[config.mk]
export PLATFORM = sky130hd
export DESIGN_NAME = fifo_sync_param
export DESIGN_NICKNAME = d
export VERILOG_FILES = /design/src/rtl/fifo_sync_param.sv
export SDC_FILE = /design/constraint.sdc
export NUM_CORES = 1
export LEC_CHECK = 0
export CAP_MARGIN = 20
export CELL_PAD_IN_SITES_DETAIL_PLACEMENT = 1
export CELL_PAD_IN_SITES_GLOBAL_PLACEMENT = 1
export CORE_MARGIN = 4
export CORE_UTILIZATION = 35
export CTS_CLUSTER_DIAMETER = 120
export DETAILED_ROUTE_END_ITERATION = 12
export PLACE_DENSITY_LB_ADDON = 0.3
export SYNTH_ARGS = -nofsm -noshare
export SYNTH_HDL_FRONTEND = slang
export SYNTH_SLANG_ARGS = --single-unit
export TNS_END_PERCENT = 5
[constraint.sdc]
create_clock -name clk -period 11.55 [get_ports clk]
set_input_delay 2.8875 -clock clk [delete_from_list [all_inputs] [get_ports clk]]
set_output_delay 2.8875 -clock clk [all_outputs]
set_load 0.05 [all_outputs]
[src/rtl/fifo_sync_param.sv]
// fifo_sync_param
//   Single-clock FIFO with flop-array storage and asynchronous array read.
//   Occupancy, full/empty and programmable almost-full/almost-empty flags
//   are all decoded from the registered read/write pointers, so no
//   combinational path exists from wr_en/rd_en to any status output.
//   Overflow/underflow are sticky and are cleared only by rst or flush.
//   FWFT=0 : data_out/rd_valid are registered one cycle after an accepted read.
//   FWFT=1 : head word is presented combinationally; rd_valid = ~empty and
//            rd_en pops the word currently shown.
//
// Ports
//   clk, rst         clock (rising edge), synchronous active-high reset
//   flush            synchronous clear of contents and error flags
//   wr_en, data_in   write request / data
//   rd_en            read (pop) request
//   data_out         read data
//   rd_valid         data_out holds valid read data
//   full, empty      count == DEPTH / count == 0
//   almost_full      count >= AF_THRESH
//   almost_empty     count <= AE_THRESH
//   count            occupancy 0..DEPTH
//   overflow         sticky: write attempted while full
//   underflow        sticky: read attempted while empty
module fifo_sync_param #(
  parameter int DATA_WIDTH = 8,
  parameter int ADDR_WIDTH = 6,
  parameter int AF_THRESH  = 60,
  parameter int AE_THRESH  = 4,
  parameter int FWFT       = 0
) (
  input  logic                  clk,
  input  logic                  rst,
  input  logic                  flush,
  input  logic                  wr_en,
  input  logic [DATA_WIDTH-1:0] data_in,
  input  logic                  rd_en,
  output logic [DATA_WIDTH-1:0] data_out,
  output logic                  rd_valid,
  output logic                  full,
  output logic                  empty,
  output logic                  almost_full,
  output logic                  almost_empty,
  output logic [ADDR_WIDTH:0]   count,
  output logic                  overflow,
  output logic                  underflow
);

  localparam int                DEPTH   = 2**ADDR_WIDTH;
  localparam logic [ADDR_WIDTH:0] DEPTH_C = (ADDR_WIDTH+1)'(DEPTH);
  localparam logic [ADDR_WIDTH:0] AF_C    = (ADDR_WIDTH+1)'(AF_THRESH);
  localparam logic [ADDR_WIDTH:0] AE_C    = (ADDR_WIDTH+1)'(AE_THRESH);

  logic [DATA_WIDTH-1:0] mem [DEPTH];
  logic [ADDR_WIDTH:0]   wptr, rptr;
  logic                  wr_acc, rd_acc;

  // Pointers carry one extra wrap bit, so the modular difference is the
  // occupancy and distinguishes full (DEPTH) from empty (0).
  assign count        = wptr - rptr;
  assign full         = (count == DEPTH_C);
  assign empty        = (count == '0);
  assign almost_full  = (count >= AF_C);
  assign almost_empty = (count <= AE_C);

  // Acceptance looks only at this cycle's flags: a write at full is dropped
  // even if a read frees a slot on the same edge, and vice versa at empty.
  assign wr_acc = wr_en & ~full  & ~flush;
  assign rd_acc = rd_en & ~empty & ~flush;

  always_ff @(posedge clk) begin
    if (rst) begin
      wptr      <= '0;
      rptr      <= '0;
      overflow  <= 1'b0;
      underflow <= 1'b0;
    end else if (flush) begin
      wptr      <= '0;
      rptr      <= '0;
      overflow  <= 1'b0;
      underflow <= 1'b0;
    end else begin
      if (wr_acc)         wptr      <= wptr + 1'b1;
      if (rd_acc)         rptr      <= rptr + 1'b1;
      if (wr_en && full)  overflow  <= 1'b1;
      if (rd_en && empty) underflow <= 1'b1;
    end
  end

  // Storage is never cleared; stale words are unreachable once pointers reset.
  always_ff @(posedge clk) begin
    if (wr_acc && !rst) mem[wptr[ADDR_WIDTH-1:0]] <= data_in;
  end

  generate
    if (FWFT != 0) begin : g_fwft
      assign data_out = mem[rptr[ADDR_WIDTH-1:0]];
      assign rd_valid = ~empty;
    end else begin : g_std
      logic [DATA_WIDTH-1:0] dout_q;
      logic                  vld_q;

      // data_out holds its last value between reads; flush drops only valid.
      always_ff @(posedge clk) begin
        if (rst) begin
          dout_q <= '0;
          vld_q  <= 1'b0;
        end else if (flush) begin
          vld_q  <= 1'b0;
        end else begin
          vld_q <= rd_acc;
          if (rd_acc) dout_q <= mem[rptr[ADDR_WIDTH-1:0]];
        end
      end

      assign data_out = dout_q;
      assign rd_valid = vld_q;
    end
  endgenerate

endmodule
# Word-level counts from Yosys, hierarchy flattened
# Memories as Yosys holds them, arrays and structs flattened. A register that Yosys moved wholly into a read port is not among the register bits.
# Index checks and enable logic that the tools add are counted.
# Widths: inputs -> output; s select.
# classes
n_addsub	3
n_mul	0
div	0
n_lt_le_gt_ge	2
eq_ne	1
n_shift	0
mux	2
bitwise	7
n_reduce_logical	7
# ops
operator	n
$add 7x1->7 const B	2
$eq 7x7->1 const B	1
$ge 7x6->1 const B	1
$le 7x3->1 const B	1
$logic_not 7->1	1
$sub 7x7->7	1
$and 1x1->1	4
$logic_and 1x1->1	3
$not 1->1	3
$mux 1	2
$reduce_and 2->1	1
$reduce_or 2->1	1
$logic_not 1->1	1
# word_totals
reg_bits	17
latch_bits	0
ram_bits	512
rom_bits	0
inputBits	13
out_inout_bits	22
word_cells	28
mem_count	1
# memory_table
name	words	word_bits	rd	rd_ports_with_merged_regs	write_ports	line	rtl
mem	64	8	1	1	1	53	logic [DATA_WIDTH-1:0] mem [DEPTH];

# Depth between registers and ports, before layout
# logic_depth
depth_word	8
depth_mapped	15
mapped_depth_nobuf	12

# Worst setup path after synthesis
# OpenSTA, ideal clock, no wires.
# synth_timing
path_type	register to output
start	reg rptr[2]
end	out almost_empty
arrival_time_ps	5368
setup_slack_ps	3295
stages_incl_launch_ff	13
n_path_buf	4
path_cell_list	dfxtp_1 > clkbuf_1 > clkbuf_1 > inv_1 > buf_2 > buf_1 > ha_1 > nand3_2 > a21oi_4 > nor4_1 > a311oi_2 > inv_1 > a2111oi_0
# synth_via
elab_chain_cells	2
# synth_lines
item	line	rtl
start: declaration	54	logic [ADDR_WIDTH:0] wptr, rptr;
start signal: assignment	83	if (rd_acc) rptr <= rptr + 1'b1;
$sub 7x7->7	59	assign count = wptr - rptr;
net count[6]	43	output logic [ADDR_WIDTH:0] count,
$le 7x3->1	63	assign almost_empty = (count <= AE_C);
end: declaration	42	output logic almost_empty,
# The timed path passes the listed nets, and every way through them passes these cells.

# Worst setup path after layout
# layout_timing
start	reg rptr[3]
end	out almost_empty
# layout_via
elab_chain_cells	2
# layout_lines
item	line
$sub 7x7->7	59
$le 7x3->1	63
# No other way between the ends.

==> reports/metrics.csv <==
metric,value,unit
rsz0062_at_grt,false,
synthAdderAreaFrac,0.5577,%
peakVddDrop,0.1050,mV
syn_area,21540,um2
grt_pass1_vias,11620,
fmaxAchievable,128.9,MHz
hold_path_class,flip-flop to flip-flop,
pin_count,35,
maxCapViolCount,0,
start_kind,flip-flop,
synth_xor_area_share,0.2846,%
clockBufferDepth,3,
cp_max_fo,27,
ys_ff_latch,537,
rows,90,
dpl_cell_area,22800,um2
ant_nets,0,
p_per_area,173.4,nW/um2
portBuffers,34,
grt_max_degree,103,
fin_crit,7.759,ns
intPower,0.003338,W
antenna_found_initial,1,
final_nets,1250,
final_area,24730,um2
ys.flop_type,edfxtp_1,
clk_transition_reported_paths,0.06,ns
worst_hold_slack,0.4752,ns
synthCells,1171,
swShare,22.19,%
power_frac_seq,49.9,%
via_per_inst,5.390,
drive_gt1_share,22.53,%
wl_per_cell,26.26,um
cts_resized,0,
crit_family,buffers and inverters,
p_comb_share,6.7,%
fin_total_pwr,0.004289,W
initial_utilization,35.55,%
insertion_delay,0.61,ns
gr-total-overflow,0,
final_hold_viol_count,0,
yosysSeqAreaShare,73.70,%
outcome,completed,
drtIter0Drc,977,
dpl.hpwl,31.88,mm
crit_type,flip-flop to primary output,
tightest_slew,1.089,ns
synth_nets,1193,
ys_warn_count,0,
die_area,65570,um2
setup_tns,0,ns
grt_util_all_layers,16.48,%
cp.arrival,4.87,ns
htree_num_levels,2,
synth_cell_types,57,
drc,0,
path_buf_inv,3,
synth_edf_count,512,
power_leakage,7.577,nW
area_delta_synth_final,14.82,%
fp.dieW,256.1,um
ctsHoldBuffers,0,
synth_mux_area_share,14.27,%
die_h,256.1,um
routabilityCongestion,0.8400,
power.switching,0.0009518,W
coreArea,60580,um2
grt_first_pass_wirelength,81.19,mm
cp-end-kind,primary output,
crit_required,8.66,ns
synthArstFlopShare,0,%
slew_headroom,27.40,%
slowest_stage,clkdlybuf4s50_1,
numClockSinks,537,
drt-total-wl,53.99,mm
root_buffer,clkbuf_16,
post-route-period-util,67.18,%
cts_tree,built,
synth_top_family_by_area,multiplexers,
syn-mean-instance-area,18.39,um2
synth_compound_area_share,2.742,%
cts_buffers,55,
firstDrtPassIters,5,
setup_violations,0,
path_cells,inv_2 > ha_1 > nand3_2 > a21oi_4 > nor4_1 > a311oi_2 > inv_1 > a2111oi_0 > clkdlybuf4s50_1,
postCtsSetupBuffers,0,
vias,11080,
final_max_slew_viol_count,0,
yosys.area_share.simple,6.372,%
clock_power_share,43.4,%
max_stage_delay,0.89,ns
finalClockSkew,0.02650,ns
diodes,0,
[metal layers]
layer  up-vias  share of wire [%]  track usage [%]  wire [um]
li1       4819                  -                -          -
met1      5922                 46            24.28      24950
met2       272                 47            25.56      25260
met3        69                5.0            3.067       2676
met4         0                2.0            3.977       1103
met5         -                  0                0          0
[worst register-to-register path, delay by kind of cell (launching register included)]
family	cells	cell delay, ns
simple gates	4	1.55
compound gates	3	0.85
buf+inv	2	0.77
flops	1	0.75
fa+ha+maj	1	0.56
[Yosys cell counts, drive strengths merged (2+ instances only)]
library cell	n	area (um2)
a211oi	7	52.55
a21o	3	22.52
a21oi	17	100.1
a22oi	9	67.56
a311oi	16	146.4
a31oi	6	37.54
a41oi	2	17.52
and2	3	18.77
and3	18	112.6
buf	39	270.3
clkbuf	35	131.4
dfxtp	25	500.5
edfxtp	512	15370
ha	8	100.1
inv	12	45.04
mux2i	37	370.4
mux4	120	2703
nand2	124	465.5
nand2b	3	18.77
nand3	7	40.04
nand3b	5	37.54
nand4	7	43.79
nor2	70	280.3
nor2b	3	18.77
nor3	19	95.09
nor4	18	112.6
o21ai	5	28.78
o311ai	2	17.52
o31ai	4	30.03
or2	4	25.03
or3	10	62.56
or4	5	41.29
xnor2	4	35.03
xor2	3	26.28
[layout make-up]
| class | instances | area (um2) |
|---|---|---|
| tap | 782 | 978.4 |
| clock inverter | 32 | 350.3 |
| clock buffer | 71 | 1563 |
| sequential | 537 | 15880 |
| inverter | 12 | 45.04 |
| multi-input combinational | 548 | 5298 |
| fill | 5861 | 35850 |
| timing repair buffer | 74 | 613.1 |
[path summary, 6_finish.rpt]
kind | start | end | slack (ns) | cells past startpoint
hold reg to reg | underflow | underflow | 0.48 | 2
setup / recovery | rptr[3] | almost_empty | 3.79 | 9
hold / removal | underflow | underflow | 0.48 | 2
setup reg to reg | rptr[3] | mem[29][3] | 6.68 | 10
[logic make-up after synthesis]
family / after synthesis
flops: 537
simple gates: 296
mux: 157
buf+inv: 86
compound gates: 79
fa+ha+maj: 9
xor+xnor: 7
[stage by stage]
stage	instances	setup WS [ns]	util (%)
floorplan	1171	3.295	-
global placement	1949	4.477	37.61
finish	2056	3.791	40.82
global route	2056	3.429	40.82
CTS	2054	3.682	40.80
detailed placement	1951	4.392	37.64
[placed cells by master (no fill, tap or decap), drive strengths merged, types with 4 or more instances in the layout]
master / count
o21ai: 5
a31oi: 6
o31ai: 4
dfxtp: 25
or2: 4
a311oi: 16
a211oi: 7
nand4: 7
edfxtp: 512
or3: 10
or4: 5
xnor2: 4
clkdlybuf4s50: 26
nand3b: 5
mux2i: 37
nor4: 18
mux4: 120
bufinv: 6
clkbuf: 72
clkinv: 18
and3: 18
nor3: 19
nor2: 70
nand2: 124
buf: 47
ha: 8
inv: 19
a21oi: 17
nand3: 7
a22oi: 9
[power groups by stage]
stage	Combinational (W)	Sequential [W]	Clock, W
global route	0.000308	0.00214	0.00199
finish	0.000288	0.00214	0.00186
global placement	0.000288	0.00218	0
detailed placement	0.000293	0.00218	0
floorplan	0.000170	0.00220	0
CTS	0.000293	0.00214	0.00190
[sequential cells by signal, indices dropped and copies added (netlist names)]
| name | flops |
|---|---|
| rd_valid | 1 |
| overflow | 1 |
| data_out | 8 |
| underflow | 1 |
| rptr | 7 |
| mem | 512 |
| wptr | 7 |
Note: power is estimated with default switching activity, not from simulation.
